==> src/rtl/assembler.sv <==
// Packet assembler: prepends a header to a stream of 32-bit float lane beats and emits AXI-Stream phits.
// Define ASSEMBLER_HDR_SWAP_EN to swap the two 32-bit header halves on emission (reply to source).
module assembler #(
  parameter int phit_size    = 512,
  parameter int header_bytes = 8,
  parameter int SIMD_degree  = phit_size / 32
) (
  input  logic                      clk,
  input  logic                      rst_n,
  input  logic [header_bytes*8-1:0] hdr_data_in,
  input  logic                      hdr_valid_in,
  output logic                      hdr_ready_out,
  input  logic [phit_size-1:0]      lane_data_in,
  input  logic [SIMD_degree-1:0]    lane_valid_in,
  input  logic [SIMD_degree-1:0]    lane_last_in,
  output logic                      lane_ready_out,
  output logic [phit_size-1:0]      tdata_out,
  output logic [phit_size/8-1:0]    tkeep_out,
  output logic                      tlast_out,
  output logic                      tvalid_out,
  input  logic                      tready_in
);

  localparam int HW = header_bytes * 8;
  localparam int KB = phit_size / 8;

  typedef enum logic [1:0] {IDLE, PAYLOAD, FLUSH} state_t;

  state_t                  state;
  logic [HW-1:0]           hdr_q;
  logic                    hdr_full;
  logic [HW-1:0]           carry;
  logic [header_bytes-1:0] carry_keep;

  logic          out_free;
  logic          lane_fire;
  logic          is_last;
  logic [KB-1:0] lane_keep;
  logic [HW-1:0] hdr_emit;

  always_comb begin
    lane_keep = '0;
    for (int i = 0; i < SIMD_degree; i++)
      lane_keep[4*i +: 4] = {4{lane_valid_in[i]}};
  end

`ifdef ASSEMBLER_HDR_SWAP_EN
  assign hdr_emit = {hdr_q[HW/2-1:0], hdr_q[HW-1:HW/2]};
`else
  assign hdr_emit = hdr_q;
`endif

  assign out_free       = !tvalid_out || tready_in;
  assign hdr_ready_out  = !hdr_full;
  assign lane_ready_out = (state != FLUSH) && out_free && ((state != IDLE) || hdr_full);
  assign is_last        = |lane_last_in;
  assign lane_fire      = lane_ready_out && ((|lane_valid_in) || is_last);

  always_ff @(posedge clk or negedge rst_n) begin
    if (!rst_n) begin
      state      <= IDLE;
      hdr_q      <= '0;
      hdr_full   <= 1'b0;
      carry      <= '0;
      carry_keep <= '0;
      tdata_out  <= '0;
      tkeep_out  <= '0;
      tlast_out  <= 1'b0;
      tvalid_out <= 1'b0;
    end else begin
      // a header may land at any time; it is only consumed by the first beat of a packet
      if (hdr_valid_in && hdr_ready_out) begin
        hdr_q    <= hdr_data_in;
        hdr_full <= 1'b1;
      end else if (state == IDLE && lane_fire) begin
        hdr_full <= 1'b0;
      end

      if (out_free) tvalid_out <= 1'b0;

      case (state)
        IDLE, PAYLOAD: begin
          if (lane_fire) begin
            if (state == IDLE) begin
              tdata_out <= {lane_data_in[phit_size-HW-1:0], hdr_emit};
              tkeep_out <= {lane_keep[KB-header_bytes-1:0], {header_bytes{1'b1}}};
            end else begin
              tdata_out <= {lane_data_in[phit_size-HW-1:0], carry};
              tkeep_out <= {lane_keep[KB-header_bytes-1:0], carry_keep};
            end
            tvalid_out <= 1'b1;
            carry      <= lane_data_in[phit_size-1 -: HW];
            carry_keep <= lane_keep[KB-1 -: header_bytes];
            if (is_last) begin
              if (|lane_keep[KB-1 -: header_bytes]) begin
                tlast_out <= 1'b0;
                state     <= FLUSH;
              end else begin
                tlast_out <= 1'b1;
                state     <= IDLE;
              end
            end else begin
              tlast_out <= 1'b0;
              state     <= PAYLOAD;
            end
          end
        end
        FLUSH: begin
          if (out_free) begin
            tdata_out  <= {{(phit_size-HW){1'b0}}, carry};
            tkeep_out  <= {{(KB-header_bytes){1'b0}}, carry_keep};
            tlast_out  <= 1'b1;
            tvalid_out <= 1'b1;
            carry      <= '0;
            carry_keep <= '0;
            state      <= IDLE;
          end
        end
        default: state <= IDLE;
      endcase
    end
  end

endmodule

==> config.mk <==
export PLATFORM = sky130hd
export DESIGN_NAME = assembler
export DESIGN_NICKNAME = d
export VERILOG_FILES = /design/src/rtl/assembler.sv
export SDC_FILE = /design/constraint.sdc
export NUM_CORES = 1
export LEC_CHECK = 0
export CAP_MARGIN = 20
export CORE_AREA = 2 2 469 471
export DETAILED_ROUTE_END_ITERATION = 8
export DIE_AREA = 0 0 471 473
export SYNTH_ARGS = -nofsm -noshare
export SYNTH_HDL_FRONTEND = slang
export SYNTH_SLANG_ARGS = --single-unit
==> constraint.sdc <==
create_clock -name clk -period 2.2 [get_ports clk]
set_clock_uncertainty 0.15 [all_clocks]
set_input_delay 0.22 -clock clk [delete_from_list [all_inputs] [get_ports clk]]
set_output_delay 0.22 -clock clk [all_outputs]
set_load 0.05 [all_outputs]
==> metrics.txt, run 1 <==
first-pass GRT wire length=approximately 240000 um; Flop pwr share=a little over a quarter; 1st-pass router iterations=5; critical path arrival=1.73 ns; Worst R2R End=tdata_out[177]; starting density of the core=about an eighth; Root Buffer=clkbuf_16; TNS Setup=0 ns; worst-path maximum fanout=5; P per Cell Area=~1600 nW/um2; initial antenna violation count=77; Avg WL per Cell=about 24 um; post-synthesis average cell area=9.90 um2; share of cells above drive strength 1=15.8%; top_reg_cell synth=dfrtp_1; area of the die=around 220000 um2; dpl hpwl=between 100000 and 150000 um; library cells used by synthesis=32; cell count after synthesis=roughly 2800; largest cells by area after synthesis=dfrtp_1 60%, nand3_1 11%, o21ai_1 8.7%; CP Cell Sequence=dlygate4sd2_1; global route total overflow=0; clk_lat worst skew=0.68 ns; peak supply drop=roughly 1.1 mV; Syn-to-layout area delta=83.7%; area leader, netlist=dfrtp_1; Site Rows=between 150 and 200; number of synthesized flops with an enable pin=0; Post-Syn Nets=about 3400; number of global-route vias before repair=~29000; power share of the combinational group=between 50% and 60%; Fin. Hold Viols=0; Max Cap Violations=0; design area=51000 um2; crit share post-route=approximately 95%; TritonCTS clock tree=done; Post-Route WL=~180000 um; port buffer count=1191; final number of setup-violating endpoints=0; Crit. path cell count=1; GRT Util Overall=between 10% and 20%; H-tree levels=3; Final min period=between 2 and 2.5 ns; Antenna Violating Nets Remaining=0; WP data required=between 1.5 and 2 ns; Pleak=24.3 nW; Critical Path Start Type=flip-flop; R2R setup slack=0.14 ns; crit-path max cell delay=~0.57 ns; Worst Setup SP=tkeep_out[19]; Final Max Tran Viols=0; f_max=approximately 480 MHz; storage element area=around 17000 um2; area occupied by multi-input gates=~7700 um2; Filler cells=around 23000; synthesized flop and latch total=roughly 660; clk sinks=roughly 660; total number of yosys warnings=0; register area share after synthesis=59.8%; FF-to-FF path depth=10; die width=471 um; switching pwr=~42 mW; core area=between 200000 and 250000 um2; via count=27600; cell with the most instances after synthesis=dfrtp_1; crit path max-delay cell type=dlygate4sd2_1; Relative slew margins=approximately 36%; sw frac=51.6%; die height=~470 um; worst path buffer plus inverter count=1; CP Class=flip-flop to output pin; internal power=about 39 mW; Placement Cell Area=about 43000 um2; Layout Nets=5153; Synth top cells by count=663 x dfrtp_1, 584 x nand3_1, 533 x inv_1; CP Capture Type=output pin; clock-pin slew on the worst setup and hold paths=0.06 ns; top cell type's share of synthesized area=roughly three fifths; TritonCTS buffer count=between 80 and 90; worst slew pin tran=0.951 ns; # DRC=0; R2R Path Start=hdr_full; status=finished clean; Clock Path Buffers=3; synthesized area=approximately 28000 um2; Top Family by Delay on Critical Path=buffers and inverters; io pins=~1200; HP Class=primary input to flip-flop; vias per cell=approximately 3.7; post-synthesis async set-or-reset flop share=100%; largest net degree at the start of global routing=97; last element of the critical path=tkeep_out[18]; initial DRC count=around 1400; Hold Crit Depth=3; RD Place Congestion=roughly 0.93; Clock power frac=17.7%
-- placed cells by master (no fill, tap or decap), types with 2 or more instances in the layout --
cell and count:
dfrtp_1 660, clkdlybuf4s50_1 610, nand3_1 583, dlygate4sd3_1 546
inv_1 532, o21ai_1 482, buf_4 430, dlygate4sd2_1 260
o21ai_0 100, clkbuf_16 85, mux2i_1 64, mux2_2 64
buf_12 43, diode_2 31, clkdlybuf4s15_2 23, clkbuf_8 15
clkbuf_1 13, o21ai_2 11, nand3_2 10, clkinv_2 10
bufinv_16 8, nor2_1 4, nor4_2 4, nor4_1 4
clkinvlp_4 4, clkinv_4 4, nand4_1 3, inv_6 3
dfrtp_2 3, nand2_1 2, o22a_1 2, a21oi_1 2
clkinv_8 2
-- power by group through the flow --
stage	Combinational [mW]	Sequential, mW	Clock [mW]
floorplan	13.7	34.6	0
global placement	46.6	21.2	0
detailed placement	47.0	21.4	0
CTS	46.6	21.2	14.9
global route	49.1	21.8	15.3
finish	45.7	21.2	14.4
-- per-layer routing --
layer | up-vias | part of all wire, % | track usage, %
met5 | - | 0.043 | 0
met4 | 12 | 4.0 | 5.86
met3 | 275 | 16 | 10.5
met2 | 1302 | 45 | 24.4
met1 | 13300 | 35 | 15.9
li1 | 12700 | - | -
-- cell type report --
type	count	area share, %
clock inverter	33	0.874
timing repair buffer	1913	35.7
clock buffer	113	4.67
sequential	663	32.6
antenna	31	0.152
tap	2871	7.05
inverter	533	3.93
multi-input combinational	1348	15.0
-- worst min-delay path by stage --
| stage | start | to | slack [ns] |
|---|---|---|---|
| after floorplan | rst_n | carry[0] | -0.23 |
| after global placement | rst_n | tkeep_out[55] | 0.02 |
| after detailed placement | rst_n | tkeep_out[55] | 0.02 |
| after CTS | lane_data_in[355] | tdata_out[419] | 0.002 |
| after global routing | lane_data_in[349] | tdata_out[413] | 0.03 |
| final | lane_data_in[355] | tdata_out[419] | 0.05 |
-- what timing repair did --
item,4_1_cts,5_1_grt
pin swaps,1,0
setup endpoints to repair,292,43
resized for setup,332,1
buffers inserted,1,0
hold endpoints to repair,1207,0
hold buffers,546,0
gates cloned,0,0
-- sequential cells by signal, summed over array words and instances, names as in the netlist --
name and count:
hdr_emit 64, tvalid_out 1, tdata_out 512, tlast_out 1, state 2, carry 64, tkeep_out 16, hdr_full 1
carry_keep 2
-- stage by stage --
step / setup slack [ns] / utilization [%] / hold WS, ns / power (mW) / cells
final: 0.102 / 23.4 / 0.0486 / 81.3 / 7505
after floorplan: 0.0953 / - / -0.226 / 48.3 / 2803
after global routing: -0.000667 / 23.3 / 0.0250 / 86.3 / 7500
after CTS: 0.00481 / 23.3 / 0.00158 / 82.6 / 7474
after detailed placement: -0.539 / 19.6 / 0.0178 / 68.4 / 6781
after global placement: -0.567 / 19.6 / 0.0183 / 67.9 / 6781
-- cell families after synthesis --
family	synth area share (%)
buf+inv	12.7
flops	59.8
simple gates	11.5
mux	4.91
compound gates	11.1
(Power assumes the default switching activity.)
==> run 2, diff against run 1 <==
--- a/config.mk
+++ b/config.mk
@@ -9,6 +9,8 @@
 export CORE_AREA = 2 2 469 471
 export DETAILED_ROUTE_END_ITERATION = 8
 export DIE_AREA = 0 0 471 473
+export MAX_ROUTING_LAYER = met4
+export SLEW_MARGIN = 10
 export SYNTH_ARGS = -nofsm -noshare
 export SYNTH_HDL_FRONTEND = slang
 export SYNTH_SLANG_ARGS = --single-unit
==> metrics.txt, run 2 (synthesis results as in run 1) <==
status=finished clean; critical path arrival=2.58 ns (+0.85 ns); Relative slew margins=57.4% (+21 points); Pleak=24.3 nW (+0.21%); crit share post-route=97.4% (+2.1 points); Site Rows=172 (unchanged); RSZ-0062 raised after global routing=false; clk sinks=663 (unchanged); design area=51000 um2 (+0.15%); P per Cell Area=1600 nW/um2 (about the same); clock-pin slew on the worst setup and hold paths=0.06 ns (about the same); Antenna Violating Nets Remaining=0 (unchanged); die width=471 um (unchanged); Layout Nets=5154 (+0.019%); io pins=1192 (unchanged); vias per cell=3.68 (about the same); setup bufs post-CTS=0 (-1); CP Class=primary input to flip-flop; first-pass GRT wire length=239000 um (+0.55%); final number of setup-violating endpoints=0 (unchanged); 1st-pass router iterations=5 (unchanged); H-tree levels=3 (unchanged); TritonCTS buffer count=83 (+1.2%); WP data required=2.64 ns (+0.81 ns); initial antenna violation count=73 (-5.2%); Root Buffer=clkbuf_16; commonest non-fill, non-tap cell in the layout=dfrtp_1; TritonCTS clock tree=done; Placement Cell Area=42900 um2 (about the same); clk_lat worst skew=0.68 ns (about the same); Final Max Tran Viols=0 (unchanged); dpl hpwl=148000 um (+0.42%); peak supply drop=0.923 mV (-12%); core area=218000 um2 (unchanged); Clock Path Buffers=3 (unchanged); CP Capture Type=flip-flop; Fin. Hold Viols=0 (unchanged); Syn-to-layout area delta=83.9%; Avg WL per Cell=23.7 um (+0.62%); crit path max-delay cell type=clkdlybuf4s50_1; port buffer count=1191 (unchanged); Critical Path Start Type=primary input; TNS Setup=0 ns (unchanged); GRT Util Overall=15.9% (+0.55 points); number of global-route vias before repair=28800 (-0.12%); RD Place Congestion=0.934 (+0.29%); via count=27600 (-0.011%); area of the die=223000 um2 (unchanged); f_max=467 MHz (-2.1%); crit-path max cell delay=0.57 ns (about the same); global route total overflow=0 (unchanged); initial DRC count=1447 (+0.28%); pre-CTS WS=-0.659 ns (-0.120 ns); worst slew pin tran=0.641 ns (-0.310 ns); largest reg by FF count=tdata_out; # DRC=0 (unchanged); largest net degree at the start of global routing=86 (-11%); HP Class=primary input to flip-flop; most frequent cells in the layout=660 x dfrtp_1, 610 x clkdlybuf4s50_1, 583 x nand3_1; CP Cell Sequence=clkdlybuf4s50_1, nor4_2, nand4_1, o211ai_4, buf_12, buf_12, buf_12, nand3_1, o21ai_0; Final min period=2.14 ns (+0.0451 ns); Post-Route WL=178000 um (+0.66%); share of cells above drive strength 1=15.9% (+0.062 points); worst setup margin=0.0564 ns (-0.0451 ns); worst-path maximum fanout=46 (+41); starting density of the core=12.7% (unchanged); max reg flops=512 (unchanged); die height=473 um (unchanged); Max Cap Violations=0 (unchanged); Most Frequent Cell on Critical Path=buf_12
==> run 2: worst max-delay path, delay by kind of cell <==
kind	cells	cell delay, ns
buf+inv	4	1.19
simple gates	3	0.70
compound gates	2	0.39
==> run 2: per-stage QoR <==
step	total power [mW]	hold WS (ns)	util, %	instances
after floorplan	48.3	-0.226	-	2803
after global placement	67.8	-0.0289	19.7	6781
after global routing	86.3	0.0125	23.4	7504
final	81.5	0.0697	23.4	7508
after detailed placement	68.4	-0.0284	19.7	6781
after CTS	82.8	0.0000110	23.3	7475
==> run 2: final cells by class <==
| cell class | instances | area [um2] |
|---|---|---|
| Multi-Input combinational cell | 1348 | 7670 |
| Timing Repair Buffer | 1913 | 18300 |
| Clock inverter | 32 | 407 |
| Tap cell | 2871 | 3590 |
| Clock buffer | 115 | 2440 |
| Antenna cell | 33 | 82.6 |
| Fill cell | 23500 | 167000 |
| Inverter | 533 | 2000 |
| Sequential cell | 663 | 16600 |
==> run 2: repair_timing <==
item                                   4_1_cts  5_1_grt
hold buffers                               547        0
setup endpoints to repair                  290        8
endpoints found under the hold margin     1207        0
pin swaps                                    0        2
resized for setup                          320        8
==> run 2: report_power, final <==
part	internal, mW	switching (mW)
clock	8.59	5.90
combinational	13.1	32.7
sequential	17.7	3.57
==> run 2: routing by layer <==
metal	part of all wire, %	vias to the layer above	GRT usage, %
met5	0	-	-
met4	4.2	0	6.09
met3	15	283	10.3
met2	45	1249	24.5
met1	36	13400	16.1
li1	-	12700	-
==> run 2: worst paths after layout <==
check | end | cells past startpoint | startpoint | slack (ns)
worst max register to register | tdata_out[373] | 9 | hdr_full | 0.18
worst min register to register | tkeep_out[3] | 1 | carry_keep[3] | 0.34
worst min-delay path | tdata_out[419] | 3 | lane_data_in[355] | 0.07
worst max-delay path | tdata_out[373] | 9 | lane_valid_in[11] | 0.06
max in group asynchronous | tdata_out[301] | 5 | rst_n | 0.70
min in group asynchronous | carry[1] | 4 | rst_n | 0.56
==> run 3, diff against run 2 <==
--- a/config.mk
+++ b/config.mk
@@ -6,9 +6,9 @@
 export NUM_CORES = 1
 export LEC_CHECK = 0
 export CAP_MARGIN = 20
-export CORE_AREA = 2 2 469 471
+export CORE_AREA = 2 2 462 464
 export DETAILED_ROUTE_END_ITERATION = 8
-export DIE_AREA = 0 0 471 473
+export DIE_AREA = 0 0 464 466
 export MAX_ROUTING_LAYER = met4
 export SLEW_MARGIN = 10
 export SYNTH_ARGS = -nofsm -noshare
==> metrics.txt, run 3 (synthesis results as in run 1) <==
largest reg by FF count=tdata_out; Avg WL per Cell=22.9 um (-3.1%); share of cells above drive strength 1=15.5% (-0.34 points); vias per cell=3.70 (+0.49%); largest net degree at the start of global routing=82 (-4.7%); Syn-to-layout area delta=86.5%; 1st-pass router iterations=7 (+2); GRT Util Overall=15.8% (-0.10 points); min-delay src=lane_data_in[44]; most frequent cells in the layout=660 x dfrtp_1, 610 x clkdlybuf4s50_1, 583 x nand3_1; area of the die=216000 um2 (-2.9%); Top Family by Delay on Critical Path=buffers and inverters; TritonCTS buffer count=86 (+3.6%); via count=27800 (+0.58%); first-pass GRT wire length=232000 um (-2.8%); met2 routed wirelength=81300 um (+2.3%); Worst Setup SP=lane_valid_in[0]; final core utilization=24.5% (+1.1 points); R2R Path Start=hdr_full; Placement Cell Area=43100 um2 (+0.39%); Antenna Violating Nets Remaining=0 (unchanged); # DRC=0 (unchanged); max reg flops=512 (unchanged); HP Class=primary input to flip-flop; crit path max-delay cell type=clkdlybuf4s50_1; Flop pwr share=25.7% (-0.4 points); Max Cap Violations=0 (unchanged); worst slew pin tran=0.672 ns (+0.0308 ns); failing checks=setup timing; starting density of the core=13.1% (+0.42 points); Root Buffer=clkbuf_16; core area=211000 um2 (-3.2%); worst-path maximum fanout=14 (-70%); clk sinks=663 (unchanged); Final min period=2.20 ns (+0.0586 ns); TritonCTS clock tree=done; Clock Path Buffers=3 (unchanged); Layout Nets=5201 (+0.91%); internal power=40.2 mW (+2.1%); io pins=1192 (unchanged); crit share post-route=100% (+2.7 points); clk_lat worst skew=0.73 ns (+0.05 ns); wire length on met1=61400 um (-3.0%); met3 WL=22600 um (-18%); dpl hpwl=142000 um (-4.2%); Clock power frac=18.6% (+0.8 points); global route total overflow=0 (unchanged); peak supply drop=1.24 mV (+34%); crit-path max cell delay=0.50 ns (-0.07 ns); initial DRC count=1426 (-1.5%); worst setup margin=-0.00220 ns (-0.0586 ns); f_max=454 MHz (-2.7%); Critical Path Start Type=primary input; RD Place Congestion=0.955 (+2.2%); die height=466 um (-1.5%); Pleak=24.7 nW (+1.5%); die width=464 um (-1.5%); Relative slew margins=55.4% (-2.0 points); RSZ-0062 raised after global routing=true; number of global-route vias before repair=29100 (+0.98%); clock-pin slew on the worst setup and hold paths=0.06 ns (about the same); port buffer count=1191 (unchanged); CP Class=primary input to flip-flop; switching pwr=42.2 mW (about the same); H-tree levels=3 (unchanged); Final Max Tran Viols=0 (unchanged); initial antenna violation count=72 (-1.4%); Post-Route WL=172000 um (-3.0%); commonest non-fill, non-tap cell in the layout=dfrtp_1; design area=51700 um2 (+1.4%); sw frac=51.2% (-0.49 points); power share of the combinational group=55.7% (-0.5 points); Site Rows=169 (-1.7%); worst path buffer plus inverter count=6 (+2); CP Cell Sequence=clkdlybuf4s50_1, nor4_1, buf_4, nand4_1, o211ai_4, buf_12, buf_12, clkbuf_16, buf_4, nand3_1, o21ai_1; status=complete, but fails checks; CP Capture Type=flip-flop; critical path arrival=2.67 ns (+0.09 ns); final number of setup-violating endpoints=1 (+1); DR top layer=met4; P per Cell Area=1590 nW/um2 (-0.31%); Filler cells=22500 (-4.2%); WP data required=2.67 ns (+0.03 ns); Fin. Hold Viols=0 (unchanged)
## run 3: what timing repair did
action                     4_1_cts  5_1_grt
buffers inserted                 1        2
setup endpoints to repair      320       26
hold endpoints to repair      1233        0
cloned                           0        2
hold buffers                   573        0
pin swaps                        1        1
resized for setup              358       14
## run 3: final cells by class
class / count / area (um2) / area share [%]
well taps: 2821 / 3530 / 6.82
repair buffers: 1957 / 18800 / 36.4
diodes: 41 / 103 / 0.198
clock inverters: 42 / 636 / 1.23
flip-flops and latches: 663 / 16600 / 32.1
multi-input cells: 1348 / 7670 / 14.8
inverters: 533 / 2000 / 3.87
clock buffers: 110 / 2370 / 4.59
## run 3: metrics by stage
step | hold WS [ns] | std cells | TNS, ns | worst slack (ns) | power (mW)
5_1_grt | 0.00640 | 7512 | -0.0154 | -0.00563 | 87.0
4_1_cts | 0.00403 | 7470 | 0 | 0.00279 | 83.4
6_report | 0.0409 | 7515 | -0.00220 | -0.00220 | 82.4
3_5_place_dp | -0.0133 | 6745 | -298.31 | -0.588 | 68.3
2_1_floorplan | -0.226 | 2803 | 0 | 0.0953 | 48.3
3_3_place_gp | -0.0188 | 6745 | -282.32 | -0.552 | 67.6
## run 3: final timing paths
path / endpoint / slack [ns] / depth (start not counted)
max: tdata_out[182] / -0.002 / 11
min: tdata_out[108] / 0.04 / 3
max reg2reg: tdata_out[182] / 0.05 / 11
min reg2reg: tdata_out[408] / 0.34 / 2
max in group asynchronous: tdata_out[251] / 0.66 / 5
min in group asynchronous: tkeep_out[47] / 0.57 / 4
## run 3: worst min-delay path: stages
cell and delay [ns]:
clkdlybuf4s50_1 0.47, inv_1 0.09, o21ai_1 0.07
## run 3: power by group through the flow
stage          clock (mW)  sequential (mW)  combinational (mW)
6_report             15.3             21.2                45.8
5_1_grt              16.3             21.8                48.9
4_1_cts              15.9             21.2                46.3
3_5_place_dp            0             21.4                46.8
3_3_place_gp            0             21.2                46.4
2_1_floorplan           0             34.6                13.7
## run 3: layer usage
| metal | up-vias | global-route usage (%) |
|---|---|---|
| li1 | 12900 | - |
| met1 | 13400 | 15.9 |
| met2 | 1231 | 25.7 |
| met3 | 259 | 8.69 |
| met4 | 0 | 6.11 |
| met5 | - | - |
